### config.mk
export PLATFORM = sky130hd
export DESIGN_NAME = pc_sequencer
export DESIGN_NICKNAME = d
export VERILOG_FILES = /design/src/rtl/pc_sequencer.sv
export SDC_FILE = /design/constraint.sdc
export NUM_CORES = 1
export LEC_CHECK = 0
export ABC_AREA = 1
export CAP_MARGIN = 20
export CORE_ASPECT_RATIO = 1.1
export CORE_MARGIN = 8
export CORE_UTILIZATION = 43
export CTS_CLUSTER_DIAMETER = 200
export DETAILED_ROUTE_END_ITERATION = 6
export PLACE_DENSITY = 0.75
export RECOVER_POWER = 100
export SYNTH_ARGS = -nofsm -noshare
export SYNTH_HDL_FRONTEND = slang
export SYNTH_SLANG_ARGS = --single-unit
### constraint.sdc
create_clock -name clk -period 1.9 [get_ports clk]
set_clock_uncertainty 0.15 [all_clocks]
set_input_delay 0.57 -clock clk [delete_from_list [all_inputs] [get_ports clk]]
set_output_delay 0.57 -clock clk [all_outputs]
set_load 0.1 [all_outputs]
### src/rtl/pc_sequencer.sv
// -----------------------------------------------------------------------------
// pc_sequencer
//
// Program-counter controller for the picoMIPS core. Owns the PC register and
// steps it through sequential fetch, conditional branch, a switch-gated wait
// (press then release of sw8) and halt. PCout addresses program memory.
//
// Optional build macro: SW_DEBOUNCE_EN
//   defined   : synchronised switch is filtered by a DEBOUNCE-cycle counter
//   undefined : FSM uses the 2-flop synchronised switch directly
//
// Ports
//   clk            : system clock, rising edge
//   reset          : synchronous active-low reset
//   is_halt        : decoded HALT strobe
//   is_wait        : decoded WAIT strobe (stall until sw8 pressed+released)
//   is_branch      : decoded conditional branch strobe
//   flag           : branch condition, taken when 1
//   branch_target  : absolute branch destination
//   sw8            : raw asynchronous board switch, 1 = pressed
//   PCout          : current program counter
//   PCincr         : next PC is PCout+1 this cycle
//   waiting        : FSM in WAIT_PRESS or WAIT_RELEASE
//   halted         : FSM in HALT
//   o_dbg_state    : raw FSM state (RUN=0, WAIT_PRESS=1, WAIT_RELEASE=2, HALT=3)
//
// Handshake: decode strobes are single-cycle qualifiers sampled only in RUN;
// there is no back-pressure, a strobe presented outside RUN is dropped.
// -----------------------------------------------------------------------------
module pc_sequencer #(
   parameter int Psize    = 6,
   parameter int DEBOUNCE = 8
) (
   input  logic             clk,
   input  logic             reset,
   input  logic             is_halt,
   input  logic             is_wait,
   input  logic             is_branch,
   input  logic             flag,
   input  logic [Psize-1:0] branch_target,
   input  logic             sw8,
   output logic [Psize-1:0] PCout,
   output logic             PCincr,
   output logic             waiting,
   output logic             halted,
   output logic [1:0]       o_dbg_state
);

   typedef enum logic [1:0] {
      S_RUN          = 2'd0,
      S_WAIT_PRESS   = 2'd1,
      S_WAIT_RELEASE = 2'd2,
      S_HALT         = 2'd3
   } state_t;

   localparam logic [Psize-1:0] PC_ONE = {{(Psize-1){1'b0}}, 1'b1};

   // Elaboration-time range check on the debounce length.
   if (DEBOUNCE < 2 || DEBOUNCE > 255) begin : g_bad_debounce
      $error("pc_sequencer: DEBOUNCE must be in 2..255");
   end

   state_t           r_state;
   state_t           w_state_nxt;
   logic [Psize-1:0] r_pc;
   logic [Psize-1:0] w_pc_nxt;
   logic             w_incr;
   logic             r_sync1;
   logic             r_sync2;
   logic             w_sw_s;
   logic             w_sw;

   // Two-flop synchroniser for the asynchronous switch.
   always_ff @(posedge clk) begin
      if (!reset) begin
         r_sync1 <= 1'b0;
         r_sync2 <= 1'b0;
      end else begin
         r_sync1 <= sw8;
         r_sync2 <= r_sync1;
      end
   end

   assign w_sw_s = r_sync2;

`ifdef SW_DEBOUNCE_EN
   localparam int               CW       = $clog2(DEBOUNCE + 1);
   localparam logic [CW-1:0]    CNT_LAST = CW'(DEBOUNCE - 1);
   localparam logic [CW-1:0]    CNT_ONE  = CW'(1);

   logic [CW-1:0] r_db_cnt;
   logic          r_sw_f;

   // Filtered switch flips only after DEBOUNCE consecutive cycles of
   // disagreement; any agreement in between restarts the count.
   always_ff @(posedge clk) begin
      if (!reset) begin
         r_db_cnt <= '0;
         r_sw_f   <= 1'b0;
      end else if (w_sw_s == r_sw_f) begin
         r_db_cnt <= '0;
      end else if (r_db_cnt == CNT_LAST) begin
         r_db_cnt <= '0;
         r_sw_f   <= w_sw_s;
      end else begin
         r_db_cnt <= r_db_cnt + CNT_ONE;
      end
   end

   assign w_sw = r_sw_f;
`else
   assign w_sw = w_sw_s;
`endif

   // State and PC registers.
   always_ff @(posedge clk) begin
      if (!reset) begin
         r_state <= S_RUN;
         r_pc    <= '0;
      end else begin
         r_state <= w_state_nxt;
         r_pc    <= w_pc_nxt;
      end
   end

   // Next-state / next-PC. Priority in RUN: halt > wait > taken branch > +1.
   always_comb begin
      w_state_nxt = r_state;
      w_pc_nxt    = r_pc;
      w_incr      = 1'b0;
      unique case (r_state)
         S_RUN: begin
            if (is_halt) begin
               w_state_nxt = S_HALT;
            end else if (is_wait) begin
               w_state_nxt = S_WAIT_PRESS;
            end else if (is_branch && flag) begin
               w_pc_nxt = branch_target;
            end else begin
               w_pc_nxt = r_pc + PC_ONE;
               w_incr   = 1'b1;
            end
         end
         S_WAIT_PRESS: begin
            if (w_sw) begin
               w_state_nxt = S_WAIT_RELEASE;
            end
         end
         S_WAIT_RELEASE: begin
            if (!w_sw) begin
               w_state_nxt = S_RUN;
               w_pc_nxt    = r_pc + PC_ONE;
               w_incr      = 1'b1;
            end
         end
         S_HALT: begin
            w_state_nxt = S_HALT;
         end
         default: begin
            w_state_nxt = S_RUN;
         end
      endcase
   end

   // A cycle with reset asserted never advances sequentially.
   assign PCincr      = w_incr & reset;
   assign PCout       = r_pc;
   assign waiting     = (r_state == S_WAIT_PRESS) || (r_state == S_WAIT_RELEASE);
   assign halted      = (r_state == S_HALT);
   assign o_dbg_state = r_state;

endmodule

==> impl_metrics.csv <==
group,metric,value,unit
status,outcome,"finished with violations",
status,violations,"negative setup slack",
sta,timing.hold.ws,0.3004,ns
worst_setup_path,worstSetupStartpointType,"flip-flop",
clocking,insertion_delay,0.28,ns
worst_setup_path,r2r_cells,12,
sta,drv_slew,0,
die,die_w,53.41,um
sta,rsz0062_at_grt,"true",
global_routing,grt_overflow,0,
drt,drc,0,
sta,tightest_slew,0.3970,ns
sta,fin_ws,-0.3351,ns
yosys,ys_ff_latch,10,
yosys,ys_warn_count,0,
worst_setup_path,worst-endpoint-required,1.18,ns
drt,via_per_inst,5.063,
finish,area_growth,93.38,%
die,boundaryPins,24,
clocking,cts_buffers,3,
die,rows,15,
worst_hold_path,worstHoldStart,"r_sync1",
clocking,clockRootBuffer,"clkbuf_4",
drt,drtAntennaViolNets,0,
global_routing,grt_pass1_vias,893,
placed_design,place.gp.congestion,0.7870,
die,start_util,44.08,%
sta,finalCriticalPeriod,2.235,ns
pwr,comb_power_share,76.9,%
pwr,power_density,1996,nW/um^2
global_routing,grt_pass1_wl,3829,um
global_routing,grt_usage,16.11,%
sta,relSlewSlack,73.53,%
worst_setup_path,cp.arrival,1.52,ns
worst_setup_path,worstPathMaxFanout,2,
yosys,syn_inst,99,
yosys,avgSynthCellArea,6.686,um^2
yosys,synth.distinct_cells,21,
sta,fin_crit_sh,117.6,%
pwr,p_sw,1.370,mW
yosys,netlist_area,661.9,um^2
drt,wirelength,2281,um
pwr,leakage,0.5966,nW
die,dieHeight,57.15,um
clocking,cts_tree,"built",
worst_hold_path,hold_path_class,"reg -> reg",
worst_setup_path,critPathKind,"reg -> out",
drt,wire_per_inst,14.26,um
pwr,p_sw_share,53.61,%
finish,multi_input_area,467.9,um^2
clocking,ctsHoldBuffers,0,
worst_hold_path,worstHoldPathCells,2,
finish,drive_gt1_share,39.16,%
worst_setup_path,startpoint,"o_dbg_state[0]",
placed_design,io_buffers,23,
finish,diodes,0,
drt,dr_total_vias,810,
global_routing,antenna_found_initial,0,
sta,setup_viol,2,
pwr,power.total,2.555,mW
finish,final_core_util,85.25,%
clocking,path_clk_slew,0.08,ns
sta,finalHoldViolCount,0,
die,die_area,3052,um^2
global_routing,grt_max_degree,9,
clocking,cts_max_level,1,
sta,setup-tns-final,-0.3565,ns
drt,firstDrtPassIters,4,
worst_setup_path,worstReg2RegStart,"o_dbg_state[0]",
flow_run,maxCapViolCount,0,
finish,regArea,210.2,um^2
worst_setup_path,worstReg2RegEnd,"PCout[2]",
worst_setup_path,r2r_setup_slack,0.20,ns
worst_hold_path,worstHoldEndpoint,"r_sync2",
yosys,synth-seq-area-share,30.25,%
clocking,clkSinkCount,10,
drt,drt_iter0_markers,22,
pwr,p_clk_share,8.0,%
placed_design,hpwl,1614,um
pwr,seqPwrFrac,15.1,%
pwr,ir_drop,2.108,mV
clocking,cts_buffer_depth,2,
finish,fillers,87,
pwr,p_int,1.185,mW
finish,fin_nets,162,
die,core,1501,um^2
sta,clock.fmax,0.4474,GHz
worst_setup_path,end_kind,"output port",
yosys,syn_nets,117,
-- power by group through the flow --
stage,clock (mW),sequential [mW],combinational [mW]
2_1_floorplan,0,0.811,0.764
3_3_place_gp,0,0.381,1.83
3_5_place_dp,0,0.388,1.86
4_1_cts,0.206,0.385,1.93
5_1_grt,0.217,0.394,2.07
6_report,0.204,0.386,1.96
-- per-stage QoR --
| stage | std cells | setup WS (ns) | instance area, um^2 |
|---|---|---|---|
| 3_5_place_dp | 153 | -0.5378 | 1186 |
| 4_1_cts | 160 | -0.3590 | 1270 |
| 3_3_place_gp | 153 | -0.5506 | 1186 |
| 2_1_floorplan | 99 | -0.4492 | 715.7 |
| 5_1_grt | 160 | -0.3697 | 1280 |
| 6_report | 160 | -0.3351 | 1280 |
-- final cells by class --
type                    count  area share [%]
repair buffers             41           38.03
multi-input cells          74           36.56
flip-flops and latches     10           16.42
inverters                  14           4.497
clock buffers               4           2.835
well taps                  17           1.662
-- registers in the layout, summed over array words and instances, names as in the netlist --
name,count
PCout,6
o_dbg_state,2
r_sync1,1
r_sync2,1
-- metal layers --
layer	vias up	global-route usage (%)	share of wire (%)
met4	0	4.332	1.0
met2	26	29.36	54
met3	4	3.896	5.5
met5	-	0	0
li1	403	-	-
met1	377	17.38	39
-- critical path, stage by stage, from the launching register on --
cell and delay, ns:
dfxtp_4 0.35, inv_4 0.06, buf_6 0.09, ha_4 0.12, inv_2 0.04, or2_4 0.23
a21oi_4 0.15, buf_12 0.19
-- cell families (layout without fill, tap and decap cells) --
| kind of cell | after synthesis | after routing | share of synthesized area [%] |
|---|---|---|---|
| adder cells (fa/ha/maj) | 5 | 5 | 9.452 |
| AND/OR/NAND/NOR | 51 | 51 | 37.05 |
| AO/OA/AOI/OAI | 18 | 18 | 14.74 |
| flip-flops | 10 | 10 | 30.25 |
| buffers and inverters | 15 | 59 | 8.506 |
-- cells in the mapped netlist, drive strengths merged --
library cell,instances,share of area (%)
nand2,25,15
nor2,15,11
inv,14,7.9
dfxtp,10,30
o21ai,9,6.8
a21oi,7,5.3
nand3,7,6.0
ha,5,9.5
or2,2,1.9
clkbuf,1,0.57
nand4,1,1.9
nor3,1,1.5
o211a,1,1.5
o21bai,1,1.1
-- placed cells by master, fill, tap and decap left out, drive strengths merged, types with 5 or more instances in the layout --
cell and count:
buf 28, nand2 25, nor2 15, inv 14
dfxtp 10, o21ai 9, clkdlybuf4s50 8, nand3 7
a21oi 7, ha 5, clkbuf 5
-- what timing repair did --
action / 4_1_cts / 5_1_grt
cloned: 0 / 0
endpoints found under the hold margin: 0 / 0
buffers inserted: 3 / 1
gates resized for setup: 10 / 5
pin swaps: 6 / 5
setup endpoints to repair: 2 / 5
-- worst max-delay path by stage --
stage / endpoint / slack (ns)
after floorplan: PCincr / -0.45
after global placement: PCincr / -0.55
after detailed placement: PCincr / -0.54
after CTS: PCincr / -0.36
after global routing: PCincr / -0.37
final: PCincr / -0.34
Power figures use the tool's default switching activity.
